[src/rtl/gpio_bus_pkg.sv]
// Shared definitions for the GPIO bus master: opcodes, FSM states and the
// register map it has in common with the GPIO register slave.
package gpio_bus_pkg;

    localparam logic [1:0] OP_WRITE = 2'b00;
    localparam logic [1:0] OP_READ  = 2'b01;
    localparam logic [1:0] OP_POLL  = 2'b10;
    localparam logic [1:0] OP_RSVD  = 2'b11;

    localparam logic [7:0] GPIO_DATA = 8'h00;
    localparam logic [7:0] GPIO_DIR  = 8'h04;
    localparam logic [7:0] GPIO_READ = 8'h08;

    typedef enum logic [1:0] {
        ST_IDLE = 2'd0,
        ST_BUS  = 2'd1,
        ST_GAP  = 2'd2,
        ST_RESP = 2'd3
    } gpio_mst_state_e;

    // Only bits selected by mask take part; an all-zero mask always matches.
    function automatic logic poll_match(input logic [31:0] sample,
                                        input logic [31:0] expect_v,
                                        input logic [31:0] mask);
        return ((sample ^ expect_v) & mask) == 32'd0;
    endfunction

endpackage

[src/rtl/gpio_poll_timer.sv]
// Poll pacing for gpio_bus_master: GAP countdown plus, when GPIO_MST_TIMEOUT_EN
// is defined, an attempt counter that flags the final allowed poll attempt.
module gpio_poll_timer #(
    parameter int unsigned POLL_GAP  = 4,
    parameter int unsigned MAX_POLLS = 16
) (
    input  logic clk_i,
    input  logic rst_i,
    input  logic gap_load_i,
    input  logic gap_tick_i,
    input  logic att_clr_i,
    input  logic att_inc_i,
    output logic gap_done_o,
    output logic expired_o
);

    localparam int unsigned GW = (POLL_GAP > 1) ? $clog2(POLL_GAP) : 1;
    localparam logic [GW-1:0] GAP_LOAD = (POLL_GAP > 0) ? GW'(POLL_GAP - 1) : '0;

    logic [GW-1:0] gap_q, gap_d;

    // Loaded on entry to GAP so the GAP state lasts exactly POLL_GAP cycles.
    always_comb begin
        gap_d = gap_q;
        if (gap_load_i) begin
            gap_d = GAP_LOAD;
        end else if (gap_tick_i && gap_q != '0) begin
            gap_d = gap_q - 1'b1;
        end
    end

    always_ff @(posedge clk_i) begin
        if (rst_i) begin
            gap_q <= '0;
        end else begin
            gap_q <= gap_d;
        end
    end

    assign gap_done_o = (gap_q == '0);

`ifdef GPIO_MST_TIMEOUT_EN
    localparam int unsigned AW = $clog2(MAX_POLLS + 1);

    logic [AW-1:0] att_q, att_d;

    always_comb begin
        att_d = att_q;
        if (att_clr_i) begin
            att_d = '0;
        end else if (att_inc_i && !expired_o) begin
            att_d = att_q + 1'b1;
        end
    end

    always_ff @(posedge clk_i) begin
        if (rst_i) begin
            att_q <= '0;
        end else begin
            att_q <= att_d;
        end
    end

    // High while the attempt in progress is the last one allowed.
    assign expired_o = (att_q == AW'(MAX_POLLS - 1));
`else
    localparam int unsigned unused_max_polls = MAX_POLLS;
    logic unused_att;
    assign unused_att = att_clr_i ^ att_inc_i;
    assign expired_o  = 1'b0;
`endif

endmodule

[src/rtl/gpio_bus_master.sv]
// Bus initiator for the GPIO register slave: WRITE / READ / POLL commands in,
// one response out per command. Define GPIO_MST_TIMEOUT_EN to bound POLL retries.
module gpio_bus_master
    import gpio_bus_pkg::*;
#(
    parameter int unsigned POLL_GAP  = 4,
    parameter int unsigned MAX_POLLS = 16
) (
    input  logic        clk,
    input  logic        rst,
    input  logic        cmd_valid,
    output logic        cmd_ready,
    input  logic [1:0]  cmd_op,
    input  logic [31:0] cmd_addr,
    input  logic [31:0] cmd_wdata,
    input  logic [31:0] cmd_mask,
    output logic        rsp_valid,
    input  logic        rsp_ready,
    output logic [31:0] rsp_data,
    output logic        rsp_err,
    output logic        rsp_timeout,
    output logic        bus_valid,
    output logic        bus_we,
    output logic [31:0] bus_addr,
    output logic [31:0] bus_wdata,
    input  logic [31:0] bus_rdata
);

    gpio_mst_state_e state_q;
    logic [1:0]      op_q;
    logic [31:0]     mask_q;
    logic            cmd_ready_q;
    logic            rsp_valid_q, rsp_err_q, rsp_timeout_q;
    logic [31:0]     rsp_data_q;
    logic            bus_valid_q, bus_we_q;
    logic [31:0]     bus_addr_q, bus_wdata_q;

    logic accept, is_poll_miss, match, gap_done, expired;

    assign accept       = (state_q == ST_IDLE) && cmd_valid && cmd_ready_q;
    assign match        = poll_match(bus_rdata, bus_wdata_q, mask_q);
    assign is_poll_miss = (state_q == ST_BUS) && (op_q == OP_POLL) && !match;

    gpio_poll_timer #(
        .POLL_GAP  (POLL_GAP),
        .MAX_POLLS (MAX_POLLS)
    ) u_timer (
        .clk_i      (clk),
        .rst_i      (rst),
        .gap_load_i (is_poll_miss && !expired),
        .gap_tick_i (state_q == ST_GAP),
        .att_clr_i  (accept),
        .att_inc_i  (is_poll_miss),
        .gap_done_o (gap_done),
        .expired_o  (expired)
    );

    always_ff @(posedge clk) begin
        if (rst) begin
            state_q       <= ST_IDLE;
            op_q          <= OP_WRITE;
            mask_q        <= '0;
            cmd_ready_q   <= 1'b0;
            rsp_valid_q   <= 1'b0;
            rsp_data_q    <= '0;
            rsp_err_q     <= 1'b0;
            rsp_timeout_q <= 1'b0;
            bus_valid_q   <= 1'b0;
            bus_we_q      <= 1'b0;
            bus_addr_q    <= '0;
            bus_wdata_q   <= '0;
        end else begin
            case (state_q)
                ST_IDLE: begin
                    cmd_ready_q <= 1'b1;
                    if (accept) begin
                        cmd_ready_q <= 1'b0;
                        op_q        <= cmd_op;
                        mask_q      <= cmd_mask;
                        if (cmd_op == OP_RSVD) begin
                            state_q     <= ST_RESP;
                            rsp_valid_q <= 1'b1;
                            rsp_err_q   <= 1'b1;
                            rsp_data_q  <= '0;
                        end else begin
                            state_q     <= ST_BUS;
                            bus_valid_q <= 1'b1;
                            bus_we_q    <= (cmd_op == OP_WRITE);
                            bus_addr_q  <= cmd_addr;
                            bus_wdata_q <= cmd_wdata;
                        end
                    end
                end
                ST_BUS: begin
                    bus_valid_q <= 1'b0;
                    bus_we_q    <= 1'b0;
                    if (op_q != OP_POLL) begin
                        state_q     <= ST_RESP;
                        rsp_valid_q <= 1'b1;
                        rsp_data_q  <= (op_q == OP_READ) ? bus_rdata : 32'd0;
                    end else if (match || expired) begin
                        state_q       <= ST_RESP;
                        rsp_valid_q   <= 1'b1;
                        rsp_data_q    <= bus_rdata;
                        rsp_timeout_q <= !match;
                    end else if (POLL_GAP == 0) begin
                        bus_valid_q <= 1'b1;
                    end else begin
                        state_q <= ST_GAP;
                    end
                end
                ST_GAP: begin
                    if (gap_done) begin
                        state_q     <= ST_BUS;
                        bus_valid_q <= 1'b1;
                    end
                end
                ST_RESP: begin
                    if (rsp_ready) begin
                        state_q       <= ST_IDLE;
                        cmd_ready_q   <= 1'b1;
                        rsp_valid_q   <= 1'b0;
                        rsp_data_q    <= '0;
                        rsp_err_q     <= 1'b0;
                        rsp_timeout_q <= 1'b0;
                    end
                end
                default: state_q <= ST_IDLE;
            endcase
        end
    end

    assign cmd_ready   = cmd_ready_q;
    assign rsp_valid   = rsp_valid_q;
    assign rsp_data    = rsp_data_q;
    assign rsp_err     = rsp_err_q;
    assign rsp_timeout = rsp_timeout_q;
    assign bus_valid   = bus_valid_q;
    assign bus_we      = bus_we_q;
    assign bus_addr    = bus_addr_q;
    assign bus_wdata   = bus_wdata_q;

endmodule

[config.mk]
export PLATFORM = sky130hd
export DESIGN_NAME = gpio_bus_master
export DESIGN_NICKNAME = d
export VERILOG_FILES = /design/src/rtl/gpio_bus_pkg.sv /design/src/rtl/gpio_poll_timer.sv /design/src/rtl/gpio_bus_master.sv
export SDC_FILE = /design/constraint.sdc
export NUM_CORES = 1
export LEC_CHECK = 0
export BUFFER_PORTS_ARGS = -buffer_cell sky130_fd_sc_hd__clkbuf_2
export CAP_MARGIN = 10
export CELL_PAD_IN_SITES_DETAIL_PLACEMENT = 2
export CELL_PAD_IN_SITES_GLOBAL_PLACEMENT = 2
export CORE_MARGIN = 1.5
export CORE_UTILIZATION = 24
export DETAILED_ROUTE_END_ITERATION = 10
export GPL_TIMING_DRIVEN = 0
export PLACE_DENSITY = 0.78
export SLEW_MARGIN = 20
export SYNTH_ARGS = -nofsm -noshare
export SYNTH_HDL_FRONTEND = slang
export SYNTH_SLANG_ARGS = --single-unit
export TNS_END_PERCENT = 10
[constraint.sdc]
create_clock -name clk -period 1.9 [get_ports clk]
set_input_delay 0.285 -clock clk [delete_from_list [all_inputs] [get_ports clk]]
set_output_delay 0.285 -clock clk [all_outputs]
set_load 0.005 [all_outputs]
Word-level counts from Yosys, hierarchy flattened
Index checks and enable logic that the tools add are counted.
{"block": "word_totals", "ff_bits": 140, "wordCells": 94}
{"block": "classes", "n_addsub": 1, "n_eq_ne": 15, "n_mux": 36, "bitwise_logic": 3, "n_reduce_logical": 26}
{"operator": "$mux W32", "count": 6}
{"operator": "$pmux W32 S3", "count": 1}
{"operator": "$and A32 B32 Y32", "count": 1}
{"operator": "$logic_not A32 Y1", "count": 1}
{"operator": "$xor A32 B32 Y32", "count": 1}
{"operator": "$mux W1", "count": 16}
{"operator": "$ne A2 B2 Y1 const B", "count": 7}
{"operator": "$mux W2", "count": 6}
{"operator": "$reduce_and A4 Y1", "count": 3}
{"operator": "$reduce_bool A2 Y1", "count": 5}
{"operator": "$reduce_and A3 Y1", "count": 3}
{"operator": "$eq A2 B2 Y1 const B", "count": 4}
{"operator": "$pmux W1 S2", "count": 4}
{"operator": "$pmux W2 S4", "count": 1}
{"operator": "$logic_not A2 Y1", "count": 3}
{"operator": "$pmux W1 S3", "count": 2}
{"operator": "$reduce_bool A3 Y1", "count": 2}
{"operator": "$logic_and A1 B1 Y1", "count": 5}
{"operator": "$reduce_and A5 Y1", "count": 1}
{"operator": "$eq A2 B1 Y1 const B", "count": 2}
{"operator": "$reduce_and A2 Y1", "count": 2}
{"operator": "$ne A3 B2 Y1 const B", "count": 1}
{"operator": "$ne A2 B1 Y1 const B", "count": 1}
{"operator": "$sub A2 B1 Y2 const B", "count": 1}
{"operator": "other kinds (2)", "count": 2}

Depth between registers and ports, before layout
{"block": "logic_depth", "ltp_word": 7, "ltp_mapped": 7, "mapped_depth_nobuf": 6}

By module
From an unflattened synthesis, not the netlist that was laid out.
{"block": "hier_totals", "hier_cells": 685, "hier_area_um2": 5615.4}
{"mod": "gpio_bus_master", "instances": 1, "cells_each": 671, "area_per_inst_um2": 5489.0, "seq_area_each_um2": 2762.6}
{"mod": "gpio_poll_timer", "instances": 1, "cells_each": 14, "area_per_inst_um2": 126.4, "seq_area_each_um2": 40.0}

Worst setup path before layout
No wires, ideal clock.
{"block": "synth_timing", "path_type": "register to register", "from": "reg bus_wdata_q[9] (netlist: bus_wdata[9])", "to": "reg rsp_data_q[21] (netlist: rsp_data[21])", "arrival_ps": 1790, "path_slack_ps": -7, "path_stages_with_launch": 8, "n_path_buf": 1, "path_cell_list": "dfxtp_1 xor2_1 a22oi_1 nand4_1 or4_4 a21oi_4 buf_6 o2bb2ai_1"}
{"block": "synth_between", "elab_chain_len": 5}
{"item": "start: declaration", "line": "gpio_bus_master.sv:36", "text": "logic [31:0] bus_addr_q, bus_wdata_q;"}
{"item": "start signal: assignment", "line": "gpio_bus_master.sv:90", "text": "bus_wdata_q <= cmd_wdata;"}
{"item": "$xor A32 B32 Y32", "line": "gpio_bus_pkg.sv:25", "text": "return ((sample ^ expect_v) & mask) == 32'd0;"}
{"item": "$and A32 B32 Y32", "line": "gpio_bus_pkg.sv:25"}
{"item": "$logic_not A32 Y1", "line": "gpio_bus_pkg.sv:25"}
{"item": "$ne A3 B2 Y1 (no source line)"}
{"item": "$reduce_and A5 Y1 (no source line)"}
{"item": "end signal: assignment", "line": "gpio_bus_master.sv:100", "text": "rsp_data_q <= (op_q == OP_READ) ? bus_rdata : 32'd0;"}
{"item": "end signal: assignment", "line": "gpio_bus_master.sv:104", "text": "rsp_data_q <= bus_rdata;"}
{"item": "end: declaration", "line": "gpio_bus_master.sv:34", "text": "logic [31:0] rsp_data_q;"}
No other way between the ends.
A chain may end at the register's enable or synchronous reset.

Final worst setup path
{"block": "layout_timing", "from": "reg bus_wdata_q[4] (netlist: bus_wdata[4])", "to": "reg rsp_data_q[15] (netlist: rsp_data[15])"}
The elaborated chain is that of the path after synthesis.

==> results.py <==
metrics = {
    "run_status": {
        "status": "complete, but fails checks",
        "failed_checks": "setup timing",
    },
    "floorplanning": {
        "pin_count": 236,
        "die_y_um": 155,
        "dieWidth_um": 155,
        "die_area_sq_mm": 0.0240,
        "row_count": 55,
        "start_util_pct": 24.4,
        "core_sq_mm": 0.0226,
    },
    "finish": {
        "final_cell_area_sq_mm": 0.00816,
        "layout.nets": 1057,
        "multi_input_area_sq_mm": 0.00273,
        "n_antenna_cell": 0,
        "ff_latch_area_sq_mm": 0.00282,
        "area_growth_pct": 47.5,
        "drive_gt1_share_pct": 38.1,
        "nFillCells": 2614,
    },
    "route": {
        "drt-total-wl_mm": 22.9,
        "drc": 0,
        "ant_nets": 0,
        "first_pass_iters": 4,
        "vias_per_cell": 4.60,
        "drtIter0Drc": 141,
        "routedWlPerCell_um": 18.8,
        "num_vias": 5614,
    },
    "yosys": {
        "async_reset_ff_share_pct": 0,
        "yosysTopAreaCell": "dfxtp_1",
        "syn_nets": 787,
        "synth.distinct_cells": 35,
        "synth_edf_count": 0,
        "netlist_top_cells_count": "nand2_1, dfxtp_1, a21oi_1, nand2b_1, xor2_1",
        "synth_top_cell_area_share_pct": 50.7,
        "ys.flop_type": "dfxtp_1",
        "ys_ff_latch": 140,
        "synth.most_common_cell": "nand2_1",
        "synthCells": 652,
        "yosys_warnings": 0,
        "yosysSeqAreaShare_pct": 50.7,
        "syn-cell-area_sq_mm": 0.00553,
        "synthTopCellsByArea": "dfxtp_1, nand2_1, a21oi_1",
        "synth.avg_cell_area_sq_um": 8.48,
    },
    "clock_network": {
        "numCtsBuffers": 17,
        "max-clock-path-buffers": 2,
        "cts_root_buf": "clkbuf_16",
        "clkLatencyLatePin_ns": 0.42,
        "cts.sinks": 140,
        "clkTransAtPathRegs_ns": 0.07,
        "htreeDepth": 4,
        "cts_tree": "yes",
    },
    "worst_setup_path": {
        "r2r-start": "bus_wdata[4]$_SDFFE_PP0P_",
        "reg2reg_slack_ns": -0.34,
        "critical_path_required_ns": 2.22,
        "end_kind": "flop",
        "crit_path_start_kind": "flop",
        "cp.arrival_ns": 2.55,
        "cp_max_fo": 5,
        "crit_start": "bus_wdata[4]$_SDFFE_PP0P_",
        "r2r_cells": 8,
        "crit_type": "reg2reg",
    },
    "hold_path": {
        "min-delay-path-class": "in2reg",
        "min_path_cells": 3,
        "worstHoldStart": "cmd_wdata[30]",
    },
    "sta": {
        "fin_ws_ns": -0.336,
        "rsz0062_at_grt": "true",
        "hold_ws_ns": 0.0716,
        "hold_viol_final": 0,
        "max_freq_mhz": 447,
        "period_needed_ns": 2.24,
        "drv_slew": 0,
        "setup_violations": 35,
        "fin_skew_ns": 0.0101,
        "slew_headroom_pct": 55.1,
        "tightest_slew_ns": 0.674,
        "finalCritPeriodShare_pct": 118,
    },
    "flow_run": {
        "maxCapViolations": 0,
    },
    "grt": {
        "track_usage_pct": 18.9,
        "grt_overflow_total": 0,
        "grt_max_degree": 17,
        "antenna_found_initial": 1,
        "grt_pass1_wl_mm": 33.8,
        "grt_pass1_vias": 5986,
    },
    "power": {
        "ir_drop_mv": 0.525,
        "power.total_mw": 8.94,
        "p_leak_nw": 3.43,
        "power_density_mw_per_mm2": 1100,
    },
    "placed_design": {
        "placed_area_sq_mm": 0.00708,
        "routabilityCongestion": 0.785,
        "io_buffers": 235,
        "dpl.hpwl_mm": 17.4,
    },
}
-- registers in the layout (all words and copies together) (netlist names) --
register	cells
bus_addr	32
bus_wdata	32
mask_q	32
rsp_data	32
op_q	2
state_q	2
u_timer.gap_q	2
bus_valid	1
bus_we	1
cmd_ready	1
rsp_err	1
rsp_timeout	1
rsp_valid	1
-- repair_timing --
action                     4_1_cts  5_1_grt
pin swaps                        6       26
buffers inserted                12        1
gates cloned                     0        3
setup endpoints to repair      133      108
hold buffers                     0        0
resized for setup               36       42
-- final timing paths --
| path | end |
|---|---|
| hold / removal | bus_wdata[30]$_SDFFE_PP0P_ |
| hold reg to reg | bus_addr[27]$_SDFFE_PP0P_ |
| setup reg to reg | rsp_data[15]$_SDFFE_PP0P_ |
| setup / recovery | rsp_data[15]$_SDFFE_PP0P_ |
-- kinds of logic (layout without fill, tap and decap cells) --
family          Yosys count  in the layout  share of synthesized area [%]
fa+ha+maj                 1              1                          0.226
buf+inv                  48            331                           4.28
simple gates            264            264                           20.2
flops                   140            140                           50.7
compound gates          166            166                           19.4
xor+xnor                 33             33                           5.23
-- power by group --
group          internal (mW)  switching [mW]  total, mW
clock                   1.85            1.50       3.35
combinational          0.932            1.26       2.19
sequential              3.21           0.188       3.40
-- layer usage --
layer	vias up	wire, um	GRT usage, %
li1	2724	-	-
met1	2693	9740	22.1
met2	169	11200	32.4
met3	26	1560	6.56
met4	2	378	5.63
met5	-	13	0
-- stage by stage --
step           instances  worst slack (ns)  util, %  TNS (ns)
2_1_floorplan        652          -0.00583        -   -0.0291
3_3_place_gp        1172             -1.07     31.2   -103.04
3_5_place_dp        1173            -0.691     31.3    -58.47
4_1_cts             1216            -0.313     34.7     -9.83
5_1_grt             1220            -0.390     36.0    -15.27
6_report            1220            -0.336     36.0    -10.24
-- critical path, stage by stage, from the launching register on --
cell	delay [ns]
dfxtp_2	0.33
xor2_1	0.17
a22oi_2	0.26
nand4_1	0.14
or4_4	0.61
a21oi_4	0.22
buf_8	0.17
clkbuf_16	0.16
o2bb2ai_1	0.07
-- final cells by class --
class	count	share of cell area (%)
clock inverter	15	1.89
sequential	140	34.6
clock buffer	17	5.22
inverter	4	0.184
timing repair buffer	252	16.9
multi-input combinational	464	33.4
buffer	43	3.47
tap	285	4.37
-- layout by cell type, fill, tap and decap left out, types with 2 or more instances in the layout --
cell / Yosys / layout
xor2_2: 0 / 4
nor3b_1: 2 / 2
buf_12: 0 / 2
nor2_1: 11 / 11
a21oi_1: 105 / 105
clkbuf_1: 30 / 19
clkbuf_4: 0 / 5
buf_6: 6 / 5
xor2_1: 32 / 28
inv_8: 0 / 3
o2bb2ai_1: 28 / 11
o2bb2ai_2: 4 / 18
inv_6: 0 / 5
clkbuf_16: 0 / 20
clkinvlp_4: 0 / 5
o2bb2ai_4: 1 / 4
buf_4: 1 / 15
nand4_1: 4 / 4
a21oi_4: 1 / 2
inv_1: 4 / 4
o21ai_0: 4 / 4
a22oi_2: 0 / 7
a22oi_1: 16 / 9
buf_1: 1 / 2
nand2b_1: 32 / 32
buf_8: 0 / 4
clkbuf_2: 0 / 239
dfxtp_2: 0 / 9
nor2b_1: 2 / 2
dfxtp_1: 140 / 130
nor3_1: 4 / 3
nand2_1: 205 / 204
No activity file was read; power rests on OpenSTA's default activity.
